`src/rtl/z80_trace_pkg.sv`:
```
// Shared types for the Z80 bus tracer: cycle type codes, the trace record layout
// and the default record queue depth.
package z80_trace_pkg;

   localparam int unsigned DefaultDepth = 8;

   typedef enum logic [2:0] {
      TypeFetch  = 3'd0,
      TypeMemRd  = 3'd1,
      TypeMemWr  = 3'd2,
      TypeIoRd   = 3'd3,
      TypeIoWr   = 3'd4,
      TypeIntAck = 3'd5
   } cyc_type_e;

   typedef struct packed {
      cyc_type_e   typ;
      logic [15:0] addr;
      logic [7:0]  data;
      logic [15:0] ts;
   } trace_rec_t;

   localparam int unsigned RecWidth = $bits(trace_rec_t);

   // Write cycles carry CPU-driven data; everything else captures the read bus.
   function automatic logic reads_di(cyc_type_e t);
      return (t != TypeMemWr) && (t != TypeIoWr);
   endfunction

endpackage

```
`src/rtl/trace_fifo.sv`:
```
// Generic power-of-two FIFO with valid/ready on both sides; a write is accepted when
// full only if a pop happens on the same edge.
module trace_fifo #(
   parameter int unsigned Width = 8,
   parameter int unsigned Depth = 8
) (
   input  logic             clk,
   input  logic             reset,
   input  logic             wr_valid_i,
   output logic             wr_ready_o,
   input  logic [Width-1:0] wr_data_i,
   output logic             rd_valid_o,
   input  logic             rd_ready_i,
   output logic [Width-1:0] rd_data_o
);

   localparam int unsigned AddrW = (Depth > 1) ? $clog2(Depth) : 1;
   localparam logic [AddrW:0] PtrOne = {{AddrW{1'b0}}, 1'b1};

   logic [AddrW:0]   wr_ptr_q, wr_ptr_d;
   logic [AddrW:0]   rd_ptr_q, rd_ptr_d;
   logic [Width-1:0] mem_q [Depth];
   logic             empty, full, wr_fire, rd_fire;

   // Extra MSB on each pointer separates full (MSBs differ) from empty (equal).
   assign empty = (wr_ptr_q == rd_ptr_q);
   assign full  = (wr_ptr_q[AddrW] != rd_ptr_q[AddrW]) &&
                  (wr_ptr_q[AddrW-1:0] == rd_ptr_q[AddrW-1:0]);

   assign rd_valid_o = !empty;
   assign rd_fire    = rd_valid_o && rd_ready_i;
   assign wr_ready_o = !full || rd_ready_i;
   assign wr_fire    = wr_valid_i && wr_ready_o;
   assign rd_data_o  = empty ? '0 : mem_q[rd_ptr_q[AddrW-1:0]];

   always_comb begin
      wr_ptr_d = wr_ptr_q;
      rd_ptr_d = rd_ptr_q;
      if (wr_fire) begin
         wr_ptr_d = wr_ptr_q + PtrOne;
      end
      if (rd_fire) begin
         rd_ptr_d = rd_ptr_q + PtrOne;
      end
   end

   always_ff @(posedge clk or posedge reset) begin
      if (reset) begin
         wr_ptr_q <= '0;
         rd_ptr_q <= '0;
      end else begin
         wr_ptr_q <= wr_ptr_d;
         rd_ptr_q <= rd_ptr_d;
      end
   end

   always_ff @(posedge clk) begin
      if (wr_fire) begin
         mem_q[wr_ptr_q[AddrW-1:0]] <= wr_data_i;
      end
   end

endmodule

```
`src/rtl/z80_bus_tracer.sv`:
```
// Z80 (tv80s) bus cycle tracer: classifies sampled strobes into typed cycles, stamps
// each finished cycle with a free-running counter and queues it for a consumer.
module z80_bus_tracer
   import z80_trace_pkg::*;
#(
   parameter int unsigned DEPTH = DefaultDepth
) (
   input  logic        clk,
   input  logic        reset,
   input  logic        en,
   input  logic        m1_n,
   input  logic        mreq_n,
   input  logic        iorq_n,
   input  logic        rd_n,
   input  logic        wr_n,
   input  logic        rfsh_n,
   input  logic [15:0] A,
   input  logic [7:0]  di,
   input  logic [7:0]  dout,
   output logic        rec_valid,
   input  logic        rec_ready,
   output logic [2:0]  rec_type,
   output logic [15:0] rec_addr,
   output logic [7:0]  rec_data,
   output logic [15:0] rec_time,
   output logic        overflow,
   output logic [7:0]  drop_cnt
);

   logic        cur_act;
   cyc_type_e   cur_type;

   logic        act_q, act_d;
   cyc_type_e   type_q, type_d;
   logic [15:0] addr_q, addr_d;
   logic [7:0]  data_q, data_d;
   logic        keep_q, keep_d;
   logic        end_cyc;

   logic        push_q, push_d;
   trace_rec_t  push_rec_q, push_rec_d;

   logic [15:0] ts_q, ts_d;
   logic        overflow_q, overflow_d;
   logic [7:0]  drop_q, drop_d;

   logic        fifo_wr_ready;
   logic [RecWidth-1:0] fifo_rd_data;
   trace_rec_t  rd_rec;
   logic        drop;

   // Refresh edges are invisible: they neither classify nor end a cycle.
   always_comb begin
      cur_act  = 1'b0;
      cur_type = TypeFetch;
      if (rfsh_n) begin
         if (!m1_n && !iorq_n) begin
            cur_act  = 1'b1;
            cur_type = TypeIntAck;
         end else if (!m1_n && !mreq_n && !rd_n) begin
            cur_act  = 1'b1;
            cur_type = TypeFetch;
         end else if (!mreq_n && !rd_n) begin
            cur_act  = 1'b1;
            cur_type = TypeMemRd;
         end else if (!mreq_n && !wr_n) begin
            cur_act  = 1'b1;
            cur_type = TypeMemWr;
         end else if (!iorq_n && !rd_n) begin
            cur_act  = 1'b1;
            cur_type = TypeIoRd;
         end else if (!iorq_n && !wr_n) begin
            cur_act  = 1'b1;
            cur_type = TypeIoWr;
         end
      end
   end

   always_comb begin
      act_d   = act_q;
      type_d  = type_q;
      addr_d  = addr_q;
      data_d  = data_q;
      keep_d  = keep_q;
      end_cyc = 1'b0;
      if (rfsh_n) begin
         end_cyc = act_q && (!cur_act || (cur_type != type_q));
         if (cur_act) begin
            if (!act_q || (cur_type != type_q)) begin
               type_d = cur_type;
               keep_d = en;
            end
            addr_d = A;
            data_d = reads_di(cur_type) ? di : dout;
         end
         act_d = cur_act;
      end

      push_d     = end_cyc && keep_q;
      push_rec_d = push_rec_q;
      if (end_cyc) begin
         push_rec_d.typ  = type_q;
         push_rec_d.addr = addr_q;
         push_rec_d.data = data_q;
         push_rec_d.ts   = ts_q;
      end
   end

   assign drop = push_q && !fifo_wr_ready;

   always_comb begin
      ts_d       = ts_q + 16'd1;
      overflow_d = overflow_q || drop;
      drop_d     = drop_q;
      if (drop && (drop_q != 8'hFF)) begin
         drop_d = drop_q + 8'd1;
      end
   end

   always_ff @(posedge clk or posedge reset) begin
      if (reset) begin
         act_q      <= 1'b0;
         type_q     <= TypeFetch;
         addr_q     <= '0;
         data_q     <= '0;
         keep_q     <= 1'b0;
         push_q     <= 1'b0;
         push_rec_q <= '0;
         ts_q       <= '0;
         overflow_q <= 1'b0;
         drop_q     <= '0;
      end else begin
         act_q      <= act_d;
         type_q     <= type_d;
         addr_q     <= addr_d;
         data_q     <= data_d;
         keep_q     <= keep_d;
         push_q     <= push_d;
         push_rec_q <= push_rec_d;
         ts_q       <= ts_d;
         overflow_q <= overflow_d;
         drop_q     <= drop_d;
      end
   end

   trace_fifo #(
      .Width (RecWidth),
      .Depth (DEPTH)
   ) u_fifo (
      .clk        (clk),
      .reset      (reset),
      .wr_valid_i (push_q),
      .wr_ready_o (fifo_wr_ready),
      .wr_data_i  (push_rec_q),
      .rd_valid_o (rec_valid),
      .rd_ready_i (rec_ready),
      .rd_data_o  (fifo_rd_data)
   );

   assign rd_rec   = trace_rec_t'(fifo_rd_data);
   assign rec_type = rd_rec.typ;
   assign rec_addr = rd_rec.addr;
   assign rec_data = rd_rec.data;
   assign rec_time = rd_rec.ts;
   assign overflow = overflow_q;
   assign drop_cnt = drop_q;

endmodule
```
`config.mk`:
```
export PLATFORM = sky130hd
export DESIGN_NAME = z80_bus_tracer
export DESIGN_NICKNAME = d
export VERILOG_FILES = /design/src/rtl/z80_trace_pkg.sv /design/src/rtl/trace_fifo.sv /design/src/rtl/z80_bus_tracer.sv
export SDC_FILE = /design/constraint.sdc
export NUM_CORES = 1
export LEC_CHECK = 0
export CORE_MARGIN = 5
export CORE_UTILIZATION = 50
export DETAILED_ROUTE_END_ITERATION = 8
export DONT_BUFFER_PORTS = 1
export GPL_TIMING_DRIVEN = 0
export PLACE_DENSITY = 0.7
export SLEW_MARGIN = 20
export SYNTH_ARGS = -nofsm -noshare
export SYNTH_HDL_FRONTEND = slang
export SYNTH_SLANG_ARGS = --single-unit
```
`constraint.sdc`:
```
create_clock -name clk -period 5.54 [get_ports clk]
set_input_delay 1.108 -clock clk [delete_from_list [all_inputs] [get_ports clk]]
set_output_delay 1.108 -clock clk [all_outputs]
set_load 0.005 [all_outputs]
```
==> qor.txt <==
Die height: 202 um
Die area: 40900 um^2
Total power: 10.0 mW
Starting Density: 50.5%
Vias per inst: 6.09
Drt first pass iters: 7
Fin Hold WS: 0.481 ns
DRC Markers: 0
CP arrival: 3.43 ns
Synth top cells by count: 344 x edfxtp_1, 113 x nand2_1, 106 x dfrtp_1
Estimated wirelength of the detail-placed design: 27600 um
Pin count of the biggest net entering global routing: 58
Slowest stage delay, CP: 0.67 ns
Final Hold Fails: 0
Max Cap Violations: 0
Total core area: 36600 um^2
Min Tclk post-route: 4.54 ns
WL/cell: 23.7 um
Sink Count: 450
Cell Area, Synth: 18500 um^2
Post-route insts no fill: 1731
Pint: 6.92 mW
Leading area contributor after synthesis: edfxtp_1
Seq cells post-synth: 450
First-pass GRT wire length: 63900 um
Clock slew seen by the registers of the worst setup and hold paths: 0.06 ns
Final setup viols: 0
Top cells by area, synth: edfxtp_1 56%, dfrtp_1 14%, mux4_2 10%
Setup WS pre-CTS: 1.56 ns
Max clock buf depth: 3
Ys Warns: 0
CP delay by family, top: buffers and inverters
Inst Count DP: 1650
Setup crit end kind: primary output
WP buf/inv: 3
Clock Skews: 0.0121 ns
Total track usage: 20.1%
Synth cell types: 40
CP Data Required Time: 4.43 ns
Tcrit/Tclk final: 81.9%
Critical setup path kind: register to primary output
Post-cts sizing count: 0
Leak: 7.19 nW
F_max: 220 MHz
CP Max Fanout: 10
Slew headroom: 31.3%
Crit path cell chain: clkbuf_1 -> clkbuf_1 -> clkbuf_1 -> mux4_2 -> mux2i_1 -> nor2_1
CTS tree: done
Sequential Power Share: 46.1%
Total number of vias: 10500
Fill count: 2778
Number of I/O pins: 95
Setup TNS: 0 ns
Slew Limit Fails: 0
Status: finished, final reports clean
NumNets Final: 1274
Ys flop type: edfxtp_1
RSZ-0062 raised after global routing: no
DR iter-0 viols: 1037
Clk network pwr share: 28.2%
Remaining antenna violation count after routing: 0
Peak supply drop: 244 uV
CP Launch Type: register
Worst skew pair latency: 0.53 ns
Area Growth Syn to Fin: 13.2%
Final worst slack: 1.00 ns
EDFF count, synth: 344
# port buffers: 0
Switching share of total power: 31.0%
Dpl cell area: 19600 um^2
Net Sw Power: 3.10 mW
Syn nets: 1193
RePlAce Congestion: 0.821
Syn Inst Count: 1147
Root Driver: clkbuf_16
Total CTS buffers: 43
Post-Layout Inst Area: 20900 um^2
Post-CTS Setup Bufs: 0
Hold WC Path Type: register to register
Most used cell, CP: clkbuf_1
Share of layout cells above drive strength 1: 18.4%
Slew @ Worst Pin: 1.02 ns
Grt total ovfl: 0
Vias in the first global route: 10600
Logic pwr share: 25.6%
Final wirelength: 41000 um
H-tree levels: 2
Row count: 70
Share of the synthesized area in the top cell type: 55.8%
Post-synth ARST share: 23.6%
Initial antenna violation count: 2
Hold buffers post-CTS: 0
Sequential element share of the synthesized area: 70.2%
Power per standard cell area: 479 nW/um^2
Syn Area/Cell: 16.1 um^2
Critical-path top delay cell: clkbuf_1
Most numerous cell in the Yosys netlist: edfxtp_1
Final Core Density: 57.2%
Die W: 202 um
-- cells by family (layout without fill, tap and decap cells) --
family	after synthesis	count (layout)	synth area share (%)
simple gates	257	257	6.55
compound gates	153	153	4.94
flops	450	450	70.2
xor+xnor	36	36	1.70
buf+inv	90	205	1.93
mux	157	157	14.4
fa+ha+maj	4	4	0.271
other cells	0	1	0
-- final timing paths --
kind | slack (ns) | start | to | cells past startpoint
setup / recovery | 1.00 | u_fifo.rd_ptr_q[1] | rec_data[7] | 6
hold reg to reg | 0.48 | data_q[0] | data_q[0] | 2
min in group asynchronous | 0.49 | reset | ts_q[4] | 1
max in group asynchronous | 4.36 | reset | addr_q[7] | 2
setup reg to reg | 2.29 | u_fifo.rd_ptr_q[2] | u_fifo.mem_q[3][25] | 8
hold / removal | 0.48 | data_q[0] | data_q[0] | 2
-- per-layer routing --
layer | global-route usage, % | vias to the layer above | routed length (um) | share of wire (%)
li1 | - | 4633 | - | -
met1 | 29.1 | 5444 | 17500 | 43
met2 | 32.3 | 390 | 20000 | 49
met3 | 2.86 | 69 | 2350 | 5.7
met4 | 6.06 | 0 | 1150 | 2.8
met5 | 0 | - | 0 | 0
-- cell type report --
cell class	count	area [um^2]	share of cell area (%)
sequential	450	13000	62.0
antenna	1	2.50	0.0120
clock buffer	68	1290	6.18
clock inverter	11	80.1	0.383
multi-input combinational	607	5220	24.9
tap	468	586	2.80
buffer	81	323	1.54
timing repair buffer	36	410	1.96
inverter	9	41.3	0.197
-- power by group through the flow --
stage / Clock [mW] / Combinational [mW] / Sequential (mW)
CTS: 2.89 / 2.63 / 4.62
global route: 3.04 / 2.83 / 4.68
floorplan: 0 / 1.91 / 4.51
detailed placement: 0 / 2.62 / 4.69
global placement: 0 / 2.52 / 4.66
finish: 2.83 / 2.57 / 4.63
-- worst reg2reg max path: cells and delay by family, from the launching register on --
kind | cells | cell delay [ns]
xor gates and xnor gates | 1 | 0.20
buffers and inverters | 3 | 1.06
DFF | 1 | 0.32
AOI/OAI and AO/OA | 1 | 0.39
and+or+nand+nor | 3 | 0.97
-- placed cells by master, fill, tap and decap left out, types with 2 or more instances in the layout --
cell	instances
a21oi_1	46
mux4_2	86
buf_2	16
edfxtp_1	344
buf_1	5
inv_1	6
buf_16	5
clkbuf_8	6
nor2_4	2
ha_1	4
nor3_2	5
and4_1	4
nand2b_1	6
dfrtp_1	106
buf_4	22
buf_6	6
and3_1	5
clkbuf_16	46
mux2i_1	52
o21ai_0	52
xor2_1	10
nand2_1	113
o211ai_1	46
mux2_2	19
nor4_4	2
clkbuf_1	77
nand4_1	53
nor2_1	49
clkinv_1	2
nand3_1	12
xnor2_1	26
clkinv_2	7
-- sequential cells by signal, indices dropped and copies added (netlist names) --
signal,count
push_q,1
u_fifo.mem_q,344
keep_q,1
act_q,1
addr_q,16
type_q,3
drop_cnt,8
ts_q,16
data_q,8
u_fifo.wr_ptr_q,4
u_fifo.rd_ptr_q,4
overflow,1
push_rec_q,43
No activity file was read; power rests on OpenSTA's default activity.
